### config.mk
export PLATFORM = sky130hd
export DESIGN_NAME = alu_arbiter
export DESIGN_NICKNAME = d
export VERILOG_FILES = /design/src/rtl/alu_arbiter.sv
export SDC_FILE = /design/constraint.sdc
export NUM_CORES = 1
export LEC_CHECK = 0
export CAP_MARGIN = 20
export CORE_UTILIZATION = 42
export CTS_CLUSTER_SIZE = 28
export DETAILED_ROUTE_END_ITERATION = 8
export GPL_ROUTABILITY_DRIVEN = 0
export GPL_TIMING_DRIVEN = 0
export PLACE_DENSITY = 0.89
export SETUP_SLACK_MARGIN = 0.5
export SYNTH_ARGS = -nofsm -noshare
export SYNTH_HDL_FRONTEND = slang
export SYNTH_SLANG_ARGS = --single-unit
### constraint.sdc
create_clock -name clock -period 4.05 [get_ports clock]
set_clock_uncertainty 0.05 [all_clocks]
set_input_delay 0.81 -clock clock [delete_from_list [all_inputs] [get_ports clock]]
set_output_delay 0.81 -clock clock [all_outputs]
set_load 0.1 [all_outputs]
### src/rtl/alu_arbiter.sv
// alu_arbiter: shares one ALU among NUM_REQ requesters with exactly one operation in flight.
// Optional macro ALU_ARB_FIXED_PRIO_EN selects lowest-index-wins priority instead of round-robin.
module alu_arbiter #(
  parameter int NUM_REQ     = 4,
  parameter int DATA_W      = 8,
  parameter int SEL_W       = 4,
  parameter int ALU_LATENCY = 1
) (
  input  logic                       clock,
  input  logic                       reset,
  input  logic [NUM_REQ-1:0]         req_valid,
  output logic [NUM_REQ-1:0]         req_ready,
  input  logic [NUM_REQ*DATA_W-1:0]  req_a,
  input  logic [NUM_REQ*DATA_W-1:0]  req_b,
  input  logic [NUM_REQ*SEL_W-1:0]   req_sel,
  output logic [DATA_W-1:0]          alu_a,
  output logic [DATA_W-1:0]          alu_b,
  output logic [SEL_W-1:0]           alu_sel,
  input  logic [DATA_W-1:0]          alu_out,
  output logic                       rsp_valid,
  input  logic                       rsp_ready,
  output logic [$clog2(NUM_REQ)-1:0] rsp_id,
  output logic [DATA_W-1:0]          rsp_data,
  output logic                       busy
);

  localparam int ID_W  = $clog2(NUM_REQ);
  localparam int CNT_W = (ALU_LATENCY > 0) ? $clog2(ALU_LATENCY + 1) : 1;
  localparam logic [CNT_W-1:0] CNT_LAST  = CNT_W'(ALU_LATENCY);
  localparam logic [ID_W-1:0]  LAST_INIT = ID_W'(NUM_REQ - 1);

  typedef enum logic [1:0] {
    S_IDLE = 2'd0,
    S_WAIT = 2'd1,
    S_RESP = 2'd2
  } state_e;

  state_e             state_q, state_d;
  logic [CNT_W-1:0]   cnt_q, cnt_d;
  logic [DATA_W-1:0]  alu_a_q, alu_a_d;
  logic [DATA_W-1:0]  alu_b_q, alu_b_d;
  logic [SEL_W-1:0]   alu_sel_q, alu_sel_d;
  logic               rsp_valid_q, rsp_valid_d;
  logic [ID_W-1:0]    rsp_id_q, rsp_id_d;
  logic [DATA_W-1:0]  rsp_data_q, rsp_data_d;
`ifndef ALU_ARB_FIXED_PRIO_EN
  logic [ID_W-1:0]    last_grant_q, last_grant_d;
`endif

  logic               any_valid_s;
  logic [ID_W-1:0]    win_idx_s;
  logic [NUM_REQ-1:0] grant_s;
  logic [DATA_W-1:0]  a_arr_s   [NUM_REQ];
  logic [DATA_W-1:0]  b_arr_s   [NUM_REQ];
  logic [SEL_W-1:0]   sel_arr_s [NUM_REQ];

`ifndef ALU_ARB_FIXED_PRIO_EN
  function automatic logic [ID_W-1:0] rr_idx(input logic [ID_W-1:0] base, input int off);
    int sum;
    sum = (int'(base) + 1 + off) % NUM_REQ;
    return ID_W'(sum);
  endfunction
`endif

  // Unpack the flat requester buses into per-requester arrays.
  always_comb begin
    for (int i = 0; i < NUM_REQ; i++) begin
      a_arr_s[i]   = req_a[i*DATA_W +: DATA_W];
      b_arr_s[i]   = req_b[i*DATA_W +: DATA_W];
      sel_arr_s[i] = req_sel[i*SEL_W +: SEL_W];
    end
  end

  // Winner search; scanning from the far end lets the closest candidate overwrite the rest.
  always_comb begin
    any_valid_s = 1'b0;
    win_idx_s   = '0;
    for (int i = NUM_REQ - 1; i >= 0; i--) begin
`ifdef ALU_ARB_FIXED_PRIO_EN
      if (req_valid[i]) begin
        any_valid_s = 1'b1;
        win_idx_s   = ID_W'(i);
      end else begin
        win_idx_s   = win_idx_s;
      end
`else
      if (req_valid[rr_idx(last_grant_q, i)]) begin
        any_valid_s = 1'b1;
        win_idx_s   = rr_idx(last_grant_q, i);
      end else begin
        win_idx_s   = win_idx_s;
      end
`endif
    end
  end

  // Grant is offered only while idle and out of reset.
  always_comb begin
    grant_s = '0;
    if ((state_q == S_IDLE) && reset && any_valid_s) begin
      grant_s[win_idx_s] = 1'b1;
    end else begin
      grant_s = '0;
    end
  end

  // Next-state and datapath-update logic for the single in-flight operation.
  always_comb begin
    state_d     = state_q;
    cnt_d       = cnt_q;
    alu_a_d     = alu_a_q;
    alu_b_d     = alu_b_q;
    alu_sel_d   = alu_sel_q;
    rsp_valid_d = rsp_valid_q;
    rsp_id_d    = rsp_id_q;
    rsp_data_d  = rsp_data_q;
`ifndef ALU_ARB_FIXED_PRIO_EN
    last_grant_d = last_grant_q;
`endif
    case (state_q)
      S_IDLE: begin
        if (any_valid_s) begin
          alu_a_d   = a_arr_s[win_idx_s];
          alu_b_d   = b_arr_s[win_idx_s];
          alu_sel_d = sel_arr_s[win_idx_s];
          rsp_id_d  = win_idx_s;
`ifndef ALU_ARB_FIXED_PRIO_EN
          last_grant_d = win_idx_s;
`endif
          cnt_d     = '0;
          state_d   = S_WAIT;
        end else begin
          state_d   = S_IDLE;
        end
      end
      S_WAIT: begin
        if (cnt_q == CNT_LAST) begin
          rsp_data_d  = alu_out;
          rsp_valid_d = 1'b1;
          state_d     = S_RESP;
        end else begin
          cnt_d       = cnt_q + CNT_W'(1);
        end
      end
      S_RESP: begin
        if (rsp_ready) begin
          rsp_valid_d = 1'b0;
          state_d     = S_IDLE;
        end else begin
          state_d     = S_RESP;
        end
      end
      default: begin
        rsp_valid_d = 1'b0;
        state_d     = S_IDLE;
      end
    endcase
  end

  // State and datapath registers; reset discards any in-flight operation.
  always_ff @(posedge clock or negedge reset) begin
    if (!reset) begin
      state_q      <= S_IDLE;
      cnt_q        <= '0;
      alu_a_q      <= '0;
      alu_b_q      <= '0;
      alu_sel_q    <= '0;
      rsp_valid_q  <= 1'b0;
      rsp_id_q     <= '0;
      rsp_data_q   <= '0;
`ifndef ALU_ARB_FIXED_PRIO_EN
      last_grant_q <= LAST_INIT;
`endif
    end else begin
      state_q      <= state_d;
      cnt_q        <= cnt_d;
      alu_a_q      <= alu_a_d;
      alu_b_q      <= alu_b_d;
      alu_sel_q    <= alu_sel_d;
      rsp_valid_q  <= rsp_valid_d;
      rsp_id_q     <= rsp_id_d;
      rsp_data_q   <= rsp_data_d;
`ifndef ALU_ARB_FIXED_PRIO_EN
      last_grant_q <= last_grant_d;
`endif
    end
  end

  assign req_ready = grant_s;
  assign alu_a     = alu_a_q;
  assign alu_b     = alu_b_q;
  assign alu_sel   = alu_sel_q;
  assign rsp_valid = rsp_valid_q;
  assign rsp_id    = rsp_id_q;
  assign rsp_data  = rsp_data_q;
  assign busy      = (state_q != S_IDLE);

endmodule

Word-level counts from Yosys, hierarchy flattened
Index checks and enable logic that the tools add are counted.
W data, S select, Z words.
- $add $sub $neg: 5
- order comparisons: 7
- eq/ne operators: 5
- multiplexer cells: 38
- bitwise gates (word level): 2
- reduce and logical (&&, ||, !) cells: 10
- operator list (kind ; count):
    $bmux W8 S2 ; 2
    $mux W8 ; 4
    $lt A2 B3 Y1 const B ; 5
    $mux W1 ; 14
    $mux W2 ; 6
    $mux W4 ; 3
    $bmux W1 S2 ; 4
    $bmux W4 S2 ; 1
    $ne A2 B2 Y1 const B ; 3
    $pmux W2 S3 ; 1
    $reduce_and A2 Y1 ; 3
    $add A2 B1 Y2 const B ; 2
    $add A2 B2 Y2 const B ; 2
    $reduce_bool A2 Y1 ; 2
    $ge A3 B3 Y1 const B ; 1
    $logic_and A1 B1 Y1 ; 3
    $not A2 Y3 ; 1
    $pmux W1 S3 ; 1
    $reduce_and A3 Y1 ; 1
    $demux W1 S2 ; 1
    $eq A2 B1 Y1 const B ; 1
    $eq A2 B2 Y1 const B ; 1
    $ge A2 B1 Y1 const B ; 1
    $logic_not A2 Y1 ; 1
    3 further kinds ; 3
- register bits after elaboration: 36
- output and inout bits: 36

Longest topological paths before layout
Gate-level depths: netlist (run 1).
- depth after elaboration: 13
- gate-level depth with buffers: 7
- depth with buffers taken out: 5

Worst setup path before layout (run 1)
Ideal clock, no wire load.
- kind: input port to output port
- from: input port req_valid[3]
- to: output port req_ready[1]
- arrival: 2.938 ns
- data required time: 3.190 ns
- path slack: 0.252 ns
- cell stages on the path: 5
- buffers on the path: 0
- cell sequence: and2_1 -> o32a_1 -> and2_1 -> nand3b_1 -> nor2b_1
- longest elaborated chain between the ends: 11
- elaborated cells on any way between the ends: 23
- classes of those cells: 2 x order compare; 19 x mux; 2 x reduce/logical
- RTL lines (element ; RTL line ; text):
    start, declared ; 11 ; input logic [NUM_REQ-1:0] req_valid,
    $bmux W1 S2 ; 87 ; if (req_valid[rr_idx(last_grant_q, i)]) begin
    $mux W1 (implied by the code) ; 87 ;
    $mux W2 (4 in a row) ; 87 ;
    $lt A2 B3 Y1 (implied by the code) or $ge A2 B1 Y1 (tied branches) ; 101 ; grant_s[win_idx_s] = 1'b1;
    $logic_and A1 B1 Y1 (implied by the code) ; 101 ;
    $mux W1 (implied by the code) ; 101 ;
    $demux W1 S2 ; 101 ;
    $mux W4 (*) ; 100 ; if ((state_q == S_IDLE) && reset && any_valid_s) begin
    end, declared ; 12 ; output logic [NUM_REQ-1:0] req_ready,
Every way passes the cells marked *; elsewhere a longest branch is shown, timed or not. The select of a mux whose other input is x is not followed.

Worst setup path after layout (run 1)
- from: input port req_valid[2]
- to: output port req_ready[3]
The elaborated chain is that of the path after synthesis.

==> metrics.yaml, run 1 <==
status: "completed"
synth_top_flop_cell: "dfrtp_1"
die-area_um2: 5780
p_switching_mw: 2.07
gr-total-overflow: 0
end_kind: "output pin"
die_x_um: 76.0
synth_seq_cells: 36
place_hpwl_mm: 5.33
regArea_um2: 903
io_pins: 131
num_vias: 2310
clk_pin_slew_ps: 70
antenna_found_initial: 0
netlist.area_leader.share_pct: 37.0
seq_power_share_pct: 18.8
ctsHtreeMaxLevel: 2
synth-edff-count: 0
final_antenna_net_count: 0
cts.path.max_buffers: 2
crit_type: "primary input to output pin"
post_cts_buffers: 0
nets: 460
syn-cell-area_um2: 2300
setup_violations: 0
required_ps: 3190
max_slew_margin_pct: 32.0
track_usage_pct: 25.7
synth_common_cells: "35 x a211oi_1, 34 x dfrtp_1, 29 x nor2_1"
fin_crit_ps: 3440
fillers: 378
die_y_um: 76.0
power_per_cell_area_nw_per_um2: 925
cp-start-kind: "primary input"
crit_path_max_fanout: 10
arrival_ps: 2580
cts-hold-fix-buffers: 0
p_total_mw: 3.55
grt_max_degree: 39
core-area_um2: 5200
row_count: 26
multi_input_area_um2: 1210
worst_hold_path_type: "flip-flop to flip-flop"
yosys-top-cells-area: "dfrtp_1 37%, a211oi_2 14%, a211oi_1 11%"
routedWlPerCell_um: 15.9
ys_warn_count: 0
cts_buffers: 5
grt_pass1_vias: 2393
max-vdd-ir-drop_mv: 0.676
cts_tree: "yes"
p_leak_nw: 1.58
yosysSeqAreaShare_pct: 39.3
root_buffer: "clkbuf_8"
final_area_um2: 3840
async_reset_ff_share_pct: 100
hold_viol: 0
maxSlewViolCount: 0
clk_latency_ps: 290
place_ws_ps: -353
drcViolationCount: 0
yosysTopAreaCell: "dfrtp_1"
placed_area_um2: 3690
first_pass_iters: 5
fin_ws_ps: 612
worst_pin_slew_ps: 1020
syn2layout_area_growth_pct: 66.7
initialDrtViolationCount: 125
diodes: 0
switching_share_pct: 58.2
synth_most_common_cell: "a211oi_1"
synth.distinct_cells: 31
p_int_mw: 1.48
cts_sinks: 36
synth.avg_cell_area_um2: 10.1
synth_fp_nets: 323
viasPerCell: 5.30
max_freq_mhz: 291
rsz0062_at_grt: "yes"
max-cap-violations: 0
fin_crit_sh_pct: 84.9
grt_pass1_wl_mm: 11.7
holdWs_ps: 452
io_buffers: 130
syn-instance-count: 228
wl_mm: 6.94
initial_core_util_pct: 44.2
drive_gt1_share_pct: 18.6
p_comb_share_pct: 72.2
p_clk_share_pct: 9.1
## metrics by stage
stage | TNS (ps) | util [%] | instances
after CTS | 0 | 73.0 | 436
final | 0 | 73.7 | 436
after detailed placement | -1220 | 71.0 | 428
after global routing | 0 | 73.7 | 436
after global placement | -3810 | 71.1 | 428
after floorplan | 0 | - | 228
## worst paths after layout
kind                       depth (start not counted)                        start                      to  slack, ps
setup / recovery                                   8                 req_valid[2]            req_ready[3]        610
hold / removal                                     2        rsp_id[1]$_DFFE_PN0P_   rsp_id[1]$_DFFE_PN0P_        450
setup reg to reg                                   7  last_grant_q[1]$_DFFE_PN1P_    alu_a[4]$_DFFE_PN0P_       2070
hold reg to reg                                    2        rsp_id[1]$_DFFE_PN0P_   rsp_id[1]$_DFFE_PN0P_        450
max in group asynchronous                          1                        reset    alu_a[2]$_DFFE_PN0P_       2840
min in group asynchronous                          1                        reset  alu_sel[2]$_DFFE_PN0P_        560
## cells in the final DEF, fill, tap and decap left out, types with 2 or more instances in the layout
cell type and count:
a211oi_1 35, a211oi_2 25, a21o_1 2, a21oi_1 2, and2_1 2, buf_12 4
buf_2 6, buf_4 4, buf_6 2, clkbuf_1 6, clkbuf_8 5, clkdlybuf4s50_1 123
dfrtp_1 34, dfstp_2 2, dlymetal6s2s_1 2, inv_1 23, mux2_2 8, mux2i_1 21
nand2_1 7, nand3b_1 2, nor2_1 27, nor2_2 3, nor2b_1 2, nor2b_2 2
o21ai_0 4
## final cells by class
type                            instances  share of cell area, %
Buffer                                 17                   3.16
Clock buffer                            5                   1.79
Clock inverter                          3                   1.11
Inverter                               23                   2.25
Multi-Input combinational cell        152                   31.4
Sequential cell                        36                   23.5
Tap cell                               70                   2.28
Timing Repair Buffer                  130                   34.4
## critical path, cell delays in order
cell and delay (ps):
clkdlybuf4s50_1 490, nand2b_1 210, o22ai_2 190, a21o_1 120, buf_6 170, buf_4 200, nor2b_2 200, buf_12 190
## metal layers
metal	track usage [%]	routed length [um]	part of all wire (%)
met2	45.0	3440	50
met3	5.87	473	6.8
met5	0	0	0
met1	31.0	2880	41
met4	8.85	147	2.1
## flip-flops by register name (all words and copies together) (netlist names)
name	flops
alu_a	8
alu_b	8
rsp_data	8
alu_sel	4
last_grant_q	2
rsp_id	2
state_q	2
cnt_q	1
rsp_valid	1
## cell families (layout without fill, tap and decap cells)
group / Yosys count / in the layout / share of synthesized area (%)
AO/OA/AOI/OAI: 72 / 72 / 28.2
AND/OR/NAND/NOR: 51 / 51 / 10.4
buffers and inverters: 40 / 178 / 9.03
flip-flops: 36 / 36 / 39.3
multiplexers: 29 / 29 / 13.1
## what timing repair did
action | 4_1_cts | 5_1_grt
gates cloned | 0 | 0
setup endpoints to repair | 4 | 4
gates resized for setup | 24 | 11
## power groups by stage
| stage | Combinational, mW | Clock (mW) | Sequential (mW) |
|---|---|---|---|
| 3_5_place_dp | 2.56 | 0 | 0.672 |
| 2_1_floorplan | 0.824 | 0 | 1.78 |
| 3_3_place_gp | 2.52 | 0 | 0.662 |
| 6_report | 2.56 | 0.322 | 0.665 |
| 4_1_cts | 2.56 | 0.327 | 0.665 |
| 5_1_grt | 2.68 | 0.341 | 0.689 |
Note: power is estimated with default switching activity, not from simulation.
==> run 2, diff against run 1 <==
Settings changed: CORE_UTILIZATION 42 to 35, PLACE_DENSITY 0.89 to 0.79.
Clock period 4.05 ns to 3 ns, I/O delays scaled along.
==> run 2 against run 1 <==
Combinational power rose by 40%. Critical path type unchanged. Global-route usage fell by 4.6 points. Worst hold slack got worse by 220 ps. Core utilization fell by 11 points. First-iteration DRC count rose by 24%. Die area rose by 19%. Critical path depth fell by 1. Via count fell by 0.56%. Clock-buffer cell count did not move. Sequential share of layout area fell by 0.96 points. Power rose by 39%.
==> metrics.yaml, run 2 (same netlist as run 1, synthesis figures left out) <==
die_y_um: 83.1
die-area_um2: 6900
required_ps: 2350
fin_ws_ps: 362
grt_pass1_vias: 2371
antenna_found_initial: 0
syn2layout_area_growth_pct: 73.8
cts_buffers: 5
final_common_cell: "clkdlybuf4s50_1"
setup_violations: 0
cp-start-kind: "primary input"
first_pass_iters: 6
maxSlewViolCount: 0
final_antenna_net_count: 0
final_cell_mix: "119 x clkdlybuf4s50_1, 35 x a211oi_1, 34 x dfrtp_1"
worst_hold_path_type: "primary input to async pin"
core-area_um2: 6350
initialDrtViolationCount: 155
p_total_mw: 4.91
rsz0062_at_grt: "yes"
grt_pass1_wl_mm: 11.7
hold_viol: 0
critPathTopFamily: "simple AND/OR/NAND/NOR gates"
root_buffer: "clkbuf_8"
cts_sinks: 36
regArea_um2: 903
die_x_um: 83.1
routedWlPerCell_um: 16.0
diodes: 0
cp_slowest_cell: "o32a_1"
cp_num_buf_inv: 2
wl_mm: 7.22
clk_latency_ps: 280
crit_type: "primary input to output pin"
cts.path.max_buffers: 2
grt_max_degree: 39
holdWs_ps: 229
max-cap-violations: 0
status: "completed"
power_per_cell_area_nw_per_um2: 1230
place_hpwl_mm: 5.33
num_vias: 2297
fin_crit_sh_pct: 87.9
cts-hold-fix-buffers: 0
drcViolationCount: 0
path_cells: "buf_8 > and2_4 > o32a_1 > and2_4 > nand3b_1 > nor2b_4 > buf_12"
nets: 468
row_count: 29
post-route-util_pct: 63.0
gr-total-overflow: 0
worst_pin_slew_ps: 1010
max_slew_margin_pct: 32.4
viasPerCell: 5.09
clk_pin_slew_ps: 80
initial_core_util_pct: 36.2
crit_path_max_fanout: 3
slowest_delay_ps: 300
end_kind: "output pin"
track_usage_pct: 21.1
p_leak_nw: 1.64
max-vdd-ir-drop_mv: 0.857
io_buffers: 130
ctsHtreeMaxLevel: 2
max_freq_mhz: 379
fin_crit_ps: 2640
crit_path_frequent_cell: "and2_4"
drive_gt1_share_pct: 23.8
fillers: 539
place_ws_ps: -1010
multi_input_area_um2: 1280
arrival_ps: 1990
io_pins: 131
cts_tree: "yes"
## run 2: final cells by class
class	count	area share (%)
timing repair buffer	138	34.8
multi-input combinational	152	31.9
sequential	36	22.6
buffer	17	3.32
tap	77	2.41
inverter	23	2.16
clock buffer	5	1.72
clock inverter	3	1.06
## run 2: final timing paths
check / startpoint / to / slack (ps) / depth (start not counted)
max in group asynchronous: reset / last_grant_q[1]$_DFFE_PN1P_ / 2300 / 1
hold reg to reg: last_grant_q[1]$_DFFE_PN1P_ / last_grant_q[1]$_DFFE_PN1P_ / 450 / 2
hold / removal: reset / alu_a[0]$_DFFE_PN0P_ / 230 / 1
min in group clock: last_grant_q[1]$_DFFE_PN1P_ / last_grant_q[1]$_DFFE_PN1P_ / 450 / 2
setup / recovery: req_valid[3] / req_ready[1] / 360 / 7
setup reg to reg: last_grant_q[1]$_DFFE_PN1P_ / alu_b[7]$_DFFE_PN0P_ / 880 / 8
## run 2: report_power, final
group,switching [mW],internal (mW),leakage [nW]
Sequential,0.150,0.746,0.405
Clock,0.187,0.246,0.0541
Combinational,2.49,1.09,1.18
Total,2.83,2.09,1.64
## run 2: what timing repair did
action | CTS | global route
resized for setup | 58 | 10
buffers inserted | 7 | 1
setup endpoints to repair | 5 | 5
pin swaps | 6 | 2
## run 2: metrics by stage
step / TNS, ps / area, um2 / cells
final: 0 / 4000 / 451
after global routing: 0 / 4000 / 451
after CTS: 0 / 3980 / 450
after detailed placement: -3760 / 3740 / 435
after global placement: -7300 / 3750 / 435
after floorplan: 0 / 2350 / 228
## run 2: routing by layer
| metal | routed length [um] | GRT usage (%) |
|---|---|---|
| met1 | 3090 | 26.9 |
| met2 | 3700 | 36.5 |
| met3 | 355 | 4.37 |
| met4 | 85 | 5.17 |
| met5 | 0 | 0 |
